==> src/rtl/systolic_ctrl_pkg.sv <==
// ============================================================================
// Module   : systolic_ctrl_pkg
// Brief    : Shared configuration and state encoding for the systolic sequencer
// Revision : 1.0 - initial release
// ============================================================================
`default_nettype none

package systolic_ctrl_pkg;

    localparam int sys_rows           = 5;
    localparam int sys_cols           = 3;
    localparam int w_buffer_depth     = 16;
    localparam int input_buffer_depth = 16;
    localparam int LAT                = sys_rows + sys_cols - 1;

    typedef enum logic [2:0] {
        ST_IDLE   = 3'd0,
        ST_LOAD_W = 3'd1,
        ST_STREAM = 3'd2,
        ST_DRAIN  = 3'd3,
        ST_DONE   = 3'd4
    } systolic_ctrl_state_t;

endpackage

`default_nettype wire

==> src/rtl/systolic_ctrl_valid_delay.sv <==
// ============================================================================
// Module   : systolic_ctrl_valid_delay
// Brief    : Fixed-depth shift register carrying {valid, index} through the array
// Revision : 1.0 - initial release
// ============================================================================
`default_nettype none

module systolic_ctrl_valid_delay #(
    parameter int DW    = 5,
    parameter int DEPTH = 7
) (
    input  logic          clk,
    input  logic          rst,
    input  logic [DW-1:0] i_d,
    output logic [DW-1:0] o_d,
    output logic          o_any
);

    logic [DW-1:0] r_sr [DEPTH];
    logic          w_any;

    always_ff @(posedge clk or posedge rst) begin
        if (rst) begin
            for (int k = 0; k < DEPTH; k++) begin
                r_sr[k] <= '0;
            end
        end else begin
            r_sr[0] <= i_d;
            for (int k = 1; k < DEPTH; k++) begin
                r_sr[k] <= r_sr[k-1];
            end
        end
    end

    // Covers the entry and every stage except the output one, so it drops in
    // the same cycle the final valid is presented at o_d.
    always_comb begin
        w_any = i_d[DW-1];
        for (int k = 0; k < DEPTH - 1; k++) begin
            w_any = w_any | r_sr[k][DW-1];
        end
    end

    assign o_d   = r_sr[DEPTH-1];
    assign o_any = w_any;

endmodule

`default_nettype wire

==> src/rtl/systolic_ctrl.sv <==
// ============================================================================
// Module   : systolic_ctrl
// Brief    : Weight-load / input-stream / drain sequencer for the systolic array
// Revision : 1.0 - initial release
// ============================================================================
`default_nettype none

module systolic_ctrl
    import systolic_ctrl_pkg::*;
#(
    parameter int SYS_ROWS = sys_rows,
    parameter int SYS_COLS = sys_cols,
    parameter int W_DEPTH  = w_buffer_depth,
    parameter int IN_DEPTH = input_buffer_depth,
    parameter int LAT      = SYS_ROWS + SYS_COLS - 1
) (
    input  logic                          clk,
    input  logic                          rst,
    input  logic                          start,
    input  logic                          reuse_w,
    input  logic [$clog2(IN_DEPTH+1)-1:0] n_vec,
    output logic                          busy,
    output logic                          done,
    output logic                          err,
    output logic                          w_rd_en,
    output logic [$clog2(W_DEPTH)-1:0]    w_rd_addr,
    output logic                          w_load,
    output logic                          in_rd_en,
    output logic [$clog2(IN_DEPTH)-1:0]   in_rd_addr,
    output logic                          a_valid,
    output logic                          p_valid,
    output logic [$clog2(IN_DEPTH)-1:0]   p_idx
);

    localparam int W_AW  = $clog2(W_DEPTH);
    localparam int IN_AW = $clog2(IN_DEPTH);
    localparam int NV_W  = $clog2(IN_DEPTH + 1);
    localparam int DW    = 1 + IN_AW;

    systolic_ctrl_state_t r_state;

    logic             r_busy;
    logic             r_done;
    logic             r_err;
    logic             r_w_rd_en;
    logic [W_AW-1:0]  r_w_addr;
    logic             r_in_rd_en;
    logic [IN_AW-1:0] r_in_addr;
    logic [IN_AW-1:0] r_last_in;
    logic             r_w_load;
    logic             r_w_last;
    logic             r_w_resident;
    logic             r_a_valid;
    logic [IN_AW-1:0] r_a_idx;

    logic             w_nv_ok;
    logic             w_last_w;
    logic             w_last_in;
    logic             w_in_flight;
    logic [DW-1:0]    w_dl_in;
    logic [DW-1:0]    w_dl_out;

    assign w_nv_ok   = (n_vec != '0) && (int'(n_vec) <= IN_DEPTH);
    assign w_last_w  = (r_w_addr == W_AW'(SYS_ROWS - 1));
    assign w_last_in = (r_in_addr == r_last_in);

    always_ff @(posedge clk or posedge rst) begin
        if (rst) begin
            r_state    <= ST_IDLE;
            r_busy     <= 1'b0;
            r_done     <= 1'b0;
            r_err      <= 1'b0;
            r_w_rd_en  <= 1'b0;
            r_w_addr   <= '0;
            r_in_rd_en <= 1'b0;
            r_in_addr  <= '0;
            r_last_in  <= '0;
        end else begin
            r_done <= 1'b0;
            r_err  <= 1'b0;
            case (r_state)
                ST_IDLE: begin
                    if (start) begin
                        if (!w_nv_ok) begin
                            r_err <= 1'b1;
                        end else begin
                            r_busy    <= 1'b1;
                            r_last_in <= IN_AW'(n_vec - NV_W'(1));
                            if (reuse_w && r_w_resident) begin
                                r_state    <= ST_STREAM;
                                r_in_rd_en <= 1'b1;
                                r_in_addr  <= '0;
                            end else begin
                                r_state   <= ST_LOAD_W;
                                r_w_rd_en <= 1'b1;
                                r_w_addr  <= '0;
                            end
                        end
                    end
                end
                ST_LOAD_W: begin
                    if (w_last_w) begin
                        r_state    <= ST_STREAM;
                        r_w_rd_en  <= 1'b0;
                        r_in_rd_en <= 1'b1;
                        r_in_addr  <= '0;
                    end else begin
                        r_w_addr <= r_w_addr + W_AW'(1);
                    end
                end
                ST_STREAM: begin
                    if (w_last_in) begin
                        r_state    <= ST_DRAIN;
                        r_in_rd_en <= 1'b0;
                    end else begin
                        r_in_addr <= r_in_addr + IN_AW'(1);
                    end
                end
                ST_DRAIN: begin
                    if (!w_in_flight) begin
                        r_state <= ST_DONE;
                        r_done  <= 1'b1;
                    end
                end
                ST_DONE: begin
                    r_state <= ST_IDLE;
                    r_busy  <= 1'b0;
                end
                default: begin
                    r_state <= ST_IDLE;
                    r_busy  <= 1'b0;
                end
            endcase
        end
    end

    // Buffer data arrives one cycle after the read strobe.
    always_ff @(posedge clk or posedge rst) begin
        if (rst) begin
            r_w_load     <= 1'b0;
            r_w_last     <= 1'b0;
            r_w_resident <= 1'b0;
            r_a_valid    <= 1'b0;
            r_a_idx      <= '0;
        end else begin
            r_w_load  <= r_w_rd_en;
            r_w_last  <= r_w_rd_en && w_last_w;
            r_a_valid <= r_in_rd_en;
            r_a_idx   <= r_in_addr;
            if (r_w_last) begin
                r_w_resident <= 1'b1;
            end
        end
    end

    assign w_dl_in = {r_a_valid, (r_a_valid ? r_a_idx : '0)};

    systolic_ctrl_valid_delay #(
        .DW    (DW),
        .DEPTH (LAT)
    ) u_valid_delay (
        .clk   (clk),
        .rst   (rst),
        .i_d   (w_dl_in),
        .o_d   (w_dl_out),
        .o_any (w_in_flight)
    );

    assign busy       = r_busy;
    assign done       = r_done;
    assign err        = r_err;
    assign w_rd_en    = r_w_rd_en;
    assign w_rd_addr  = r_w_addr;
    assign w_load     = r_w_load;
    assign in_rd_en   = r_in_rd_en;
    assign in_rd_addr = r_in_addr;
    assign a_valid    = r_a_valid;
    assign p_valid    = w_dl_out[DW-1];
    assign p_idx      = w_dl_out[IN_AW-1:0];

endmodule

`default_nettype wire

==> config.mk <==
export PLATFORM = sky130hd
export DESIGN_NAME = systolic_ctrl
export DESIGN_NICKNAME = d
export VERILOG_FILES = /design/src/rtl/systolic_ctrl_pkg.sv /design/src/rtl/systolic_ctrl_valid_delay.sv /design/src/rtl/systolic_ctrl.sv
export SDC_FILE = /design/constraint.sdc
export NUM_CORES = 1
export LEC_CHECK = 0
export ABC_AREA = 1
export BUFFER_PORTS_ARGS = -buffer_cell sky130_fd_sc_hd__buf_2
export CAP_MARGIN = 20
export CORE_MARGIN = 2
export CORE_UTILIZATION = 40
export CTS_BUF_LIST = sky130_fd_sc_hd__clkbuf_16
export CTS_CLUSTER_DIAMETER = 60
export CTS_CLUSTER_SIZE = 25
export DETAILED_ROUTE_END_ITERATION = 7
export GPL_TIMING_DRIVEN = 0
export PLACE_DENSITY_LB_ADDON = 0.15
export SETUP_SLACK_MARGIN = 0.02
export SYNTH_ARGS = -nofsm -noshare
export SYNTH_HDL_FRONTEND = slang
export SYNTH_SLANG_ARGS = --single-unit
export TNS_END_PERCENT = 20
==> constraint.sdc <==
create_clock -name clk -period 2.2 [get_ports clk]
set_input_delay 0.11 -clock clk [delete_from_list [all_inputs] [get_ports clk]]
set_output_delay 0.11 -clock clk [all_outputs]
set_load 0.05 [all_outputs]
==> impl_results.md, run 1 <==
- Run status: finished clean
- Worst EP required: 2410 ps
- Pwr per Cell Area: 1460 nW/um^2
- CP Max Fanout: 5
- Starting Density: 0.407
- Mapped Area: 2380 sq um
- DP Area: 2640 sq um
- Pin count of the biggest net entering global routing: 39
- Share of layout cells above drive strength 1: 0.215
- Vias in the first global route: around 1500
- Main synth FF type: dfrtp_1
- Most frequent cell after synthesis: dfrtp_1
- Max-capacitance violation count: 0
- Syn Area/Cell: 10.5 sq um
- CP max stage delay: 420 ps
- Ys Warns: 0
- Hold/Removal Path Class: input pin to flop
- Final worst-path cycle share: 0.703
- Area share of the leading cell type in the synthesized netlist: 0.661
- DR DRC count: 0
- Post-synth top area cell: dfrtp_1
- CORE AREA: 5850 sq um
- Pins Over Slew Limit: 0
- Min cycle time layout: around 1500 ps
- Post-DR wirelength/cell: ~11 um
- Critical path type: flop to flop
- Detailed placement HPWL: 2510 um
- Drt pass-1 iters: 4
- DR vias: roughly 1500
- # clock sinks: 63
- DR vias/cell: 4.42
- Core Rows: 28
- Synth cell types: 22
- Post-synth ARST share: 1.00
- Clock buffer depth: 2
- Post-route ant nets: 0
- Post-Place Cells: 332
- Most common library cells after synthesis: 63 x dfrtp_1, 60 x nand2_1, 29 x inv_1, 19 x nor2_1, 13 x nand3_1
- I/O Pins: 29
- Clock slew at reported path FFs: ~50 ps
- Crit path cell chain: inv_1 > ha_1 > nand2_1 > nor2_1 > nor2_1 > clkinv_2 > nand2_2 > nor2_2 > nand2_2 > nand2_1 > nand2_1
- Synth Net Count: 241
- Crit. End Element: flop
- Worst rel slew slack: 0.626
- Synth area leaders: dfrtp_1 66%, nand2_1 9.4%, inv_1 4.6%
- Final wirelength: 3730 um
- Worst-Skew Late Latency: 320 ps
- Global route overflow: 0
- Maximum vdd drop: 641 uV
- H-tree depth: 3
- Design area: slightly below 3000 sq um
- Fin util: 0.503
- Die Y: 81.2 um
- CTS resizes: 0
- RSZ-0062 raised after global routing: no
- All-Layer GR Usage: 0.140
- First-pass GRT wire length: 6760 um
- Top delay family on crit path: simple AND/OR/NAND/NOR gates
- Root Driver: clkbuf_16
- CP max stage cell: dfrtp_1
- Drt initial violations: 66
- #FFs+latches synth: 63
- Arrival time worst endpoint: 1750 ps
- Total CTS buffers: 9
- # setup viols final: 0
- Post-Synthesis Cells: 228
- CTS tree: built
- Leak pwr: 1.58 nW
- Register area share after synthesis: 0.661
- CP startpoint kind: flop
- Final Hold Viols: 0
- Fill count: approximately 530
- Fmax: 646 MHz
- Initial antenna violation count: 0
- Die area: about 6600 sq um
- Synth-to-Final Area Change: 23.6%
- IO buf count: 28
- Inserted Diodes: 0
- Hold Buf Count CTS: 1
- CP bufs+invs: 2
- GP Congestion: 0.729
- Post-CTS Setup Bufs: 0
- Final non-filler cell total: roughly 350
- Worst slew pin tran: 561 ps
- Die X-Extent: 81.2 um
- Setup tns final: 0 ps
- Skew final: 5.01 ps
- Final #Nets: 282
- Number of synthesized flops with an enable pin: 0
- Total Power: 4.29 mW
- Most Frequent Cell on Critical Path: nand2_1
==> path summary, 6_finish.rpt <==
check                                       startpoint                      to  slack [ps]  cells after the start
worst max-delay path                      w_rd_addr[0]           in_rd_addr[0]         650                     11
worst min-delay path                          n_vec[0]            r_last_in[0]          10                      2
worst max register to register            w_rd_addr[0]           in_rd_addr[0]         650                     11
worst min register to register  u_valid_delay.r_sr[23]  u_valid_delay.r_sr[18]         340                      0
max in group asynchronous                          rst           in_rd_addr[2]        1220                      4
min in group asynchronous                          rst    u_valid_delay.o_d[1]         390                      3
==> power breakdown <==
group / total (mW) / internal (mW) / switching, mW
Combinational: 1.26 / 0.374 / 0.889
Sequential: 1.65 / 1.45 / 0.204
Clock: 1.38 / 0.875 / 0.505
Total: 4.29 / 2.70 / 1.60
==> cell usage in the layout (no fill, tap or decap) <==
master         instances
ha_1                   4
dfrtp_1               63
xor2_1                 3
nor3b_1                1
nand2_2                2
o21bai_1               1
or2_2                  1
nor2_1                19
bufinv_16              1
inv_1                 28
clkinvlp_4             4
a21oi_1                5
clkinv_1               1
nor3_1                 3
nor3_4                 2
nor2_4                 1
nand4_1                2
inv_6                  1
buf_4                  4
inv_2                  1
o21ai_0                8
nand2_4                2
buf_2                 28
xnor2_1                3
clkinv_2               1
nand2_1               60
dlygate4sd3_1          1
buf_12                 1
nor2_2                 1
nand3_1               13
clkbuf_16              9
==> worst reg2reg max path, stage by stage, from the launching register on <==
cell,delay [ps]
dfrtp_1,420
inv_1,90
ha_1,140
nand2_1,70
nor2_1,90
nor2_1,60
clkinv_2,60
nand2_2,80
nor2_2,210
nand2_2,110
nand2_1,70
nand2_1,50
==> registers in the layout, indices dropped and copies added, names as in the netlist, 3 cells and up <==
name                cells
u_valid_delay.r_sr     30
in_rd_addr              4
u_valid_delay.o_d       5
w_rd_addr               4
r_a_idx                 4
r_last_in               4
r_state                 3
==> per-layer routing <==
metal / vias up / routed length [um] / track usage
met4: 0 / 59 / 0.0763
li1: 787 / - / -
met5: - / 0 / 0
met2: 28 / 1710 / 0.217
met3: 4 / 162 / 0.0500
met1: 724 / 1800 / 0.172
==> metrics by stage <==
stage | hold slack, ps | setup WS, ps
after detailed placement | 205 | 636
after floorplan | 222 | 452
after global placement | 332 | -267
final | 11.0 | 653
after CTS | 6.02 | 628
after global routing | 41.6 | 474
==> logic make-up after synthesis <==
kind of cell | count (synthesis) | share of synthesized area
AND/OR/NAND/NOR | 107 | 0.205
flip-flops | 63 | 0.661
buffers and inverters | 34 | 0.0604
XOR/XNOR | 6 | 0.0221
adder cells (fa/ha/maj) | 4 | 0.0210
AO/OA/AOI/OAI | 14 | 0.0304
==> layout make-up <==
class	instances	area, sq um	area share
Tap cell	75	93.8	0.0319
Inverter	30	114	0.0387
Clock inverter	7	72.6	0.0246
Buffer	4	30.0	0.0102
Sequential cell	63	1580	0.535
Multi-Input combinational cell	131	663	0.225
Clock buffer	9	225	0.0765
Timing Repair Buffer	30	170	0.0578
(Power assumes the default switching activity.)
==> run 2, diff against run 1 <==
==> constraint.sdc (replaced) <==
create_clock -name clk -period 1.44 [get_ports clk]
set_input_delay 0.072 -clock clk [delete_from_list [all_inputs] [get_ports clk]]
set_output_delay 0.072 -clock clk [all_outputs]
set_load 0.05 [all_outputs]
==> impl_results.md, run 2 (synthesis results as in run 1) <==
- Arrival time worst endpoint: 1650 ps (was 1750 ps)
- All-Layer GR Usage: 0.143 (was 0.140)
- Met1 global-route usage: 0.183 (was 0.172)
- Worst EP required: 1640 ps (was 2410 ps)
- Worst rel slew slack: 0.456 (was 0.626)
- Fin util: 0.521 (was 0.503)
- Die X-Extent: 81.2 um (unchanged)
- Drt pass-1 iters: 4 (unchanged)
- Fill count: 529 (was 534)
- Skew final: 5.04 ps (was 5.01 ps)
- Detailed placement HPWL: 2600 um (was 2510 um)
- Maximum vdd drop: 1200 uV (was 641 uV)
- DP Area: 2670 sq um (was 2640 sq um)
- GP Congestion: 0.747 (was 0.729)
- Die Y: 81.2 um (unchanged)
- Max-capacitance violation count: 0 (unchanged)
- Clock buffer depth: 2 (unchanged)
- Die area: 6590 sq um (unchanged)
- Vias in the first global route: 1476 (was 1521)
- Total CTS buffers: 9 (unchanged)
- CP Max Fanout: 5 (unchanged)
- Pin count of the biggest net entering global routing: 39 (unchanged)
- Starting Density: 0.407 (unchanged)
- Inserted Diodes: 0 (unchanged)
- Min cycle time layout: 1440 ps (was 1550 ps)
- Crit. End Element: flop (unchanged)
- GRT busiest layer: met2 (unchanged)
- Largest register FFs: 30 (unchanged)
- Pins Over Slew Limit: 0 (unchanged)
- Setup slack after layout: -4.23 ps (was 653 ps)
- Most common cell after layout, fill and taps aside: nand2_1 (was dfrtp_1)
- Worst slew pin tran: 815 ps (was 561 ps)
- Final #Nets: 286 (was 282)
- Run status: finished, violations left (was finished clean)
- # setup viols final: 1 (was 0)
- I/O Pins: 29 (unchanged)
- CP startpoint kind: flop (unchanged)
- Initial antenna violation count: 0 (unchanged)
- Hold/Removal Path Class: input pin to flop (unchanged)
- CTS tree: built (unchanged)
- DR DRC count: 0 (unchanged)
- Most flop-heavy register: u_valid_delay.r_sr (unchanged)
- # clock sinks: 63 (unchanged)
- Met2 usage: 0.203 (was 0.217)
- First-pass GRT wire length: 6790 um (was 6760 um)
- Final Hold Viols: 0 (unchanged)
- Global route overflow: 0 (unchanged)
- Core Rows: 28 (unchanged)
- CORE AREA: 5850 sq um (unchanged)
- Final worst-path cycle share: 1.00 (was 0.703)
- Post-DR wirelength/cell: 10.8 um (was 10.7 um)
- H-tree depth: 3 (unchanged)
- Pwr per Cell Area: 2270 nW/um^2 (was 1460 nW/um^2)
- Violated checks: negative setup slack
- IO buf count: 28 (unchanged)
- DR vias: 1570 (was 1543)
- Drt initial violations: 79 (was 66)
- Met3 usage: 0.0478 (was 0.0500)
- Clock slew at reported path FFs: 50 ps (about the same)
- Synth-to-Final Area Change: 27.8% (was 23.6%)
- Critical path type: flop to flop (unchanged)
- Leading cell types in the layout, fill and taps excluded: 59 x nand2_1, 57 x dfrtp_1, 28 x buf_2 (was 63 x dfrtp_1, 60 x nand2_1, 28 x inv_1, 28 x buf_2, 19 x nor2_1)
- RSZ-0062 raised after global routing: yes (was no)
- Fmax: 692 MHz (was 646 MHz)
- Leak pwr: 1.60 nW (was 1.58 nW)
- Root Driver: clkbuf_16 (unchanged)
- DR vias/cell: 4.45 (was 4.42)
- Total Power: 6.91 mW (was 4.29 mW)
- Share of layout cells above drive strength 1: 0.263 (was 0.215)
- Post-route ant nets: 0 (unchanged)
- Final wirelength: 3810 um (was 3730 um)
- Design area: 3050 sq um (was 2950 sq um)
- Worst-Skew Late Latency: 320 ps (about the same)
==> run 2: power breakdown <==
| part | internal [mW] | switching [mW] |
|---|---|---|
| Sequential | 2.22 | 0.316 |
| Combinational | 0.647 | 1.45 |
| Clock | 1.51 | 0.754 |
| Total | 4.38 | 2.52 |
==> run 2: worst paths after layout <==
kind / endpoint / cells past startpoint / start / slack, ps
max: r_state[0] / 8 / r_state[2] / -4
min: err / 3 / n_vec[4] / 60
max reg2reg: r_state[0] / 8 / r_state[2] / -4
min reg2reg: u_valid_delay.o_d[0] / 0 / u_valid_delay.r_sr[5] / 340
max in group asynchronous: in_rd_addr[0] / 4 / rst / 400
min in group asynchronous: err / 3 / rst / 450
==> run 2: final cells by class <==
cell class | count | area, sq um | share of cell area
Sequential cell | 63 | 1580 | 0.520
Multi-Input combinational cell | 131 | 693 | 0.228
Clock buffer | 9 | 225 | 0.0740
Timing Repair Buffer | 34 | 205 | 0.0674
Inverter | 30 | 118 | 0.0386
Clock inverter | 7 | 96.3 | 0.0316
Tap cell | 75 | 93.8 | 0.0308
Buffer | 4 | 30.0 | 0.00986
==> run 2: worst max-delay path, cell delays in order (launching register included) <==
cell      delay, ps
dfrtp_2         470
nor2_4          170
nand2_4          80
nor2_1          140
clkinv_2        100
nand3_1         180
inv_1            60
nand3_1          80
nand2_1          50
==> run 2: stage by stage <==
| step | hold slack (ps) | setup TNS [ps] | cells | setup WS (ps) |
|---|---|---|---|---|
| after global placement | 320 | -562 | 331 | -59.8 |
| after global routing | 73.6 | -752 | 353 | -115 |
| after detailed placement | 277 | -977 | 332 | -107 |
| after CTS | 44.8 | 0 | 353 | 12.8 |
| final | 60.8 | -4.23 | 353 | -4.23 |
| after floorplan | 184 | -518 | 228 | -79.7 |
==> run 2: repair_timing <==
action	in CTS	in global routing
endpoints found under the setup margin	17	13
pin swaps	2	0
hold buffers	3	0
gates resized for setup	2	2
gates cloned	0	0
endpoints found under the hold margin	39	0
buffers inserted	2	0
==> run 2: metal layers <==
metal	vias up	part of all wire
met5	-	0
met1	729	0.48
met2	32	0.45
met4	0	0.025
li1	801	-
met3	8	0.047
